## config.mk

```make
export PLATFORM = sky130hd
export DESIGN_NAME = demux1to2_frame
export DESIGN_NICKNAME = d
export VERILOG_FILES = /design/src/rtl/demux1to2_frame.sv
export SDC_FILE = /design/constraint.sdc
export NUM_CORES = 1
export LEC_CHECK = 0
export ABC_AREA = 1
export BUFFER_PORTS_ARGS = -buffer_cell sky130_fd_sc_hd__buf_4
export CAP_MARGIN = 0
export CORE_AREA = 2 2 58 60
export DETAILED_ROUTE_END_ITERATION = 10
export DIE_AREA = 0 0 60 62
export MAX_ROUTING_LAYER = met4
export PLACE_DENSITY = 0.82
export SYNTH_ARGS = -nofsm -noshare
export SYNTH_HDL_FRONTEND = slang
export SYNTH_SLANG_ARGS = --single-unit
```

## constraint.sdc

```tcl
create_clock -name clk -period 1.45 [get_ports clk]
set_input_delay 0.0725 -clock clk [delete_from_list [all_inputs] [get_ports clk]]
set_output_delay 0.0725 -clock clk [all_outputs]
set_load 0.05 [all_outputs]
```

## src/rtl/demux1to2_frame.sv

```systemverilog
// Receive end of the shared 8-bit pattern bus: splits the tagged word stream
// back into A/B pattern pairs and presents each completed pair as a held frame.
module demux1to2_frame #(
   parameter int WIDTH   = 8,
   parameter int CNT_W   = 4,
   parameter int TIMEOUT = 16
) (
   input  logic             clk,
   input  logic             rst,
   input  logic [WIDTH-1:0] Y,
   input  logic             C,
   input  logic             valid,
   output logic [WIDTH-1:0] A,
   output logic [WIDTH-1:0] B,
   output logic             frame_valid,
   output logic             seq_err,
   output logic [CNT_W-1:0] frame_cnt
);

   localparam int IDLE_W = (TIMEOUT > 1) ? $clog2(TIMEOUT) : 1;
   localparam logic [IDLE_W-1:0] IDLE_LAST = IDLE_W'(TIMEOUT - 1);

   typedef enum logic {
      WAIT_A = 1'b0,
      WAIT_B = 1'b1
   } state_t;

   state_t            state_reg;
   logic [WIDTH-1:0]  shadow_reg;
   logic [IDLE_W-1:0] idle_reg;

   always_ff @(posedge clk) begin
      if (rst) begin
         state_reg   <= WAIT_A;
         shadow_reg  <= '0;
         idle_reg    <= '0;
         A           <= '0;
         B           <= '0;
         frame_valid <= 1'b0;
         seq_err     <= 1'b0;
         frame_cnt   <= '0;
      end else begin
         // Strobes are single-cycle: cleared unless re-asserted below.
         frame_valid <= 1'b0;
         seq_err     <= 1'b0;
         unique case (state_reg)
            WAIT_A: begin
               if (valid && !C) begin
                  shadow_reg <= Y;
                  idle_reg   <= '0;
                  state_reg  <= WAIT_B;
               end else if (valid && C) begin
                  seq_err <= 1'b1;
               end
            end
            WAIT_B: begin
               // A valid word always wins over a coincident timeout.
               if (valid && C) begin
                  A           <= shadow_reg;
                  B           <= Y;
                  frame_valid <= 1'b1;
                  frame_cnt   <= frame_cnt + 1'b1;
                  state_reg   <= WAIT_A;
               end else if (valid && !C) begin
                  seq_err    <= 1'b1;
                  shadow_reg <= Y;
                  idle_reg   <= '0;
               end else if (idle_reg == IDLE_LAST) begin
                  seq_err    <= 1'b1;
                  shadow_reg <= '0;
                  idle_reg   <= '0;
                  state_reg  <= WAIT_A;
               end else begin
                  idle_reg <= idle_reg + 1'b1;
               end
            end
            default: state_reg <= WAIT_A;
         endcase
      end
   end

endmodule

```

# After elaboration in Yosys (flattened, before gate mapping)
# Index checks and enable logic that the tools add are counted.
[word_totals]
ff_bits = 35
elab_cells = 43
in_bits = 12
output_inout_bits = 22
[op_classes]
bitwise = 1
mux = 21
reduce_logical = 7
addsub = 2
eq_ne = 4
[ops]
columns = ["op", "n"]
rows = [
  ["two-way mux 8 bit", 4],
  ["two-way mux 4 bit", 4],
  ["case mux 8 bit (2 select lines)", 1],
  ["two-way mux 1 bit", 9],
  ["adder 4 x 1 -> 4 bit, second input constant", 2],
  ["case mux 4 bit (2 select lines)", 1],
  ["equality test 4 bit, second input constant", 1],
  ["inequality test 2 bit, second input constant", 2],
  ["case mux 1 bit (2 select lines)", 2],
  ["AND reduction 2 bit", 2],
  ["inequality test 3 x 1 -> 1 bit, second input constant", 1],
  ["AND reduction 3 bit", 1],
  ["logical AND 1 bit", 2],
  ["OR reduction 2 bit", 1],
  ["zero test 1 bit", 1],
  ["inverter 1 bit", 1],
]

# Longest topological paths before layout
[depth]
ltp_word = 5
ltp_mapped = 8
depth_no_buf = 7

# Least setup slack after synthesis
# Ideal clock, no wire load.
[synth_timing]
path_kind = "register to register"
start = "register frame_cnt[1]"
end = "register frame_cnt[2]"
synth_period_minus_slack_ps = 1197
arrival_ps = 1080
setup_ps = 117
required_time_ps = 1333
n_path_buf = 0
setup_slack_ps = 253
path_stages_with_launch = 5
path_cell_list = "dfxtp_1 > ha_1 > nand3_1 > nand2_1 > nor2_1"
[synth_between]
elab_chain_len = 1
[synth_lines]
columns = ["element", "line", "rtl"]
rows = [
  ["from (decl)", "17", "output logic [CNT_W-1:0] frame_cnt"],
  ["from (signal assigned)", "62", "frame_cnt <= frame_cnt + 1'b1;"],
  ["adder 4 x 1 -> 4 bit", "62", ""],
]
# No other way between the ends.
# A chain may end at the register's enable or synchronous reset.

==> results.toml <==
[drt]
drcViolationCount = 0
drtPass1Iterations = 4
wl_per_cell_um = 10.17
routed_via_density = 4.676
routed_wl_um = 2827
drtIter0Drc = 22
dr_total_vias = 1300
ant_nets = 0

[finish]
fill_cells = 303
design_area_um2 = 1866
final_cells = 278
finalNetCount = 245
postLayoutCoreUtil = 0.5868
drive_gt1_frac = 0.2629
area_growth_pct = 27.76
num_antenna_cells = 0

[setup_path]
cp_data_arrival_time_ps = 1530
cp_data_required_time_ps = 1720
critical_path_class = "in -> reg"
crit_start = "rst"
worstPathCellList = "dlygate4sd3_1 > buf_4 > inv_1 > buf_4 > nand2_1 > a21oi_1"
path_depth = 6
reg2reg_depth = 7
critPathMostFrequentCell = "buf_4"
path_buf_inv = 4
cp_slowest_cell = "dlygate4sd3_1"
crit_family = "buffers and inverters"
reg2reg_to = "shadow_reg[7]"
crit_path_start_kind = "input port"
endpoint = "idle_reg[0]"
critical_path.max_stage_delay_ps = 530
r2r_start = "idle_reg[1]"
worst_setup_path_end_kind = "flop"
crit_fanout = 14
r2r_slack_ps = 220

[timing]
final-max-slew-violation-count = 0
post-route-min-period_ps = 1263
tns_ps = 0
maxSlewHeadroom = 0.7491
hold_viol_final = 0
rsz0062_at_grt = "false"
fin_worst_skew_ps = 12.24
worst_pin_slew_ps = 376.0
finalCritPeriodShare = 0.8709
setup_viol = 0
timing.fmax_ghz = 0.7919

[yosys]
syn-num-nets = 205
postSynthAreaPerCell_um2 = 7.645
ys_ff_latch = 35
synth_cell_types = 18
syn_inst = 191
syn-cell-area_um2 = 1460
ys_seq_area_frac = 0.4799
ys_warn_count = 0

[placement]
dp_cells = 266
port_buffers = 33
hpwl_um = 2024
placed_cell_area_um2 = 1739
globalplace.congestion = 0.7813

[global_route]
overflow = 0
grt_max_degree = 20
grt_pass1_vias = 1157
grt_pass1_wl_um = 4767
antenna_found_initial = 0
grt_use_total = 0.1750

[clocking]
clockRootBuffer = "clkbuf_4"
cts.reportedPaths.clkPinSlew_ps = 110
cts_tree = "done"
cts_buffers = 5
clk_latency_ps = 340
post-cts-setup-buffers = 0
cts.path.max_buffers = 2
cts_max_level = 2
clock-sinks = 35

[pwr]
peakVddDrop_v = 0.0005639
netSwitchingFraction = 0.2409
power_switching_uw = 465.5
pwr-share-comb = 0.103
pwr-share-seq = 0.517
p_int_mw = 1.467
p_per_area_nw_per_um2 = 1036
clockPowerShare = 0.380
total_power_mw = 1.933
p_leak_nw = 0.9030

[die]
core_um2 = 3179
io_pins = 34
initial_utilization = 0.4593
fp.dieH_um = 62
placementRows = 21
die_area_um2 = 3720
die_width_um = 60

[job]
max_cap_violations = 0

[min_path]
hold_path.class = "in -> reg"

[outcome]
status = "finished, final reports clean"
worst min-delay path, cell delays in order:
cell and delay, ps:
buf_4 80, inv_1 40, o21ai_0 140
how the worst min path moves through the flow:
stage	to	depth (start not counted)	startpoint	slack, ps
6_report	B[0]	3	Y[0]	10
3_5_place_dp	idle_reg[1]	2	rst	270
2_1_floorplan	idle_reg[1]	1	rst	140
4_1_cts	B[0]	3	Y[0]	0.9
5_1_grt	B[7]	3	Y[7]	20
3_3_place_gp	idle_reg[1]	2	rst	270
logic make-up (layout without fill, tap and decap cells):
kind of cell               Yosys count  count (layout)  share of synthesized area
buffers and inverters               32              73                    0.09511
DFF                                 35              35                     0.4799
adders and majority gates            2               2                    0.01714
and+or+nand+nor                     96              96                     0.2931
AOI/OAI and AO/OA                   26              26                     0.1148
power groups by stage:
| stage | logic, mW | clock network [mW] | registers (mW) |
|---|---|---|---|
| 2_1_floorplan | 0.110 | 0 | 1.04 |
| 5_1_grt | 0.224 | 0.794 | 1.00 |
| 3_5_place_dp | 0.191 | 0 | 1.02 |
| 4_1_cts | 0.201 | 0.748 | 0.999 |
| 3_3_place_gp | 0.188 | 0 | 1.02 |
| 6_report | 0.199 | 0.735 | 0.999 |
stage by stage:
stage / setup slack [ps] / hold slack (ps)
after floorplan: 253.1 / 141.6
after global placement: 250.4 / 269.7
after detailed placement: 231.3 / 267.8
after CTS: 190.2 / 0.9053
after global routing: 62.99 / 16.06
final: 187.3 / 14.06
cell usage after synthesis:
cell	n	area (µm²)
nor2_4	1	11.26
ha_1	2	25.02
dfxtp_1	35	700.7
o21ai_2	10	87.58
o21ai_0	10	50.05
nand2_4	3	33.78
nand3_1	23	115.1
buf_1	1	3.750
nand2_1	34	127.6
inv_2	1	3.750
a21oi_1	6	30.03
nand2_2	2	12.51
buf_6	2	22.52
inv_1	25	93.84
buf_2	3	15.01
nor2_1	31	116.4
nor2_2	1	6.260
nor3_1	1	5.000
final cells by class:
class / instances / area (µm²) / share of cell area
sequential: 35 / 700.7 / 0.3756
tap: 46 / 57.56 / 0.03085
clock buffer: 6 / 51.30 / 0.02750
timing repair buffer: 39 / 302.8 / 0.1623
multi-input combinational: 124 / 620.6 / 0.3327
clock inverter: 2 / 35.03 / 0.01878
inverter: 26 / 97.59 / 0.05231
layout by cell type, fill, tap and decap left out, types with 2 or more instances in the layout:
| cell | instances |
|---|---|
| dfxtp_1 | 35 |
| nand2_1 | 34 |
| nand2_2 | 2 |
| nand2_4 | 3 |
| dlygate4sd3_1 | 4 |
| inv_1 | 25 |
| ha_1 | 2 |
| a21oi_1 | 6 |
| nor2_1 | 31 |
| nand3_1 | 23 |
| o21ai_0 | 10 |
| buf_4 | 35 |
| o21ai_2 | 10 |
| clkbuf_4 | 5 |
per-layer routing:
metal | track usage | vias to the layer above | share of wire
met3 | 0.03934 | 7 | 0.046
met5 | - | - | 0
met2 | 0.3012 | 29 | 0.49
met1 | 0.1934 | 587 | 0.44
met4 | 0.07937 | 0 | 0.022
li1 | - | 677 | -
repair_timing:
item / in CTS / in global routing
resized for setup: 0 / 0
hold buffers: 4 / 0
hold endpoints to repair: 6 / 0
(Power assumes the default switching activity.)
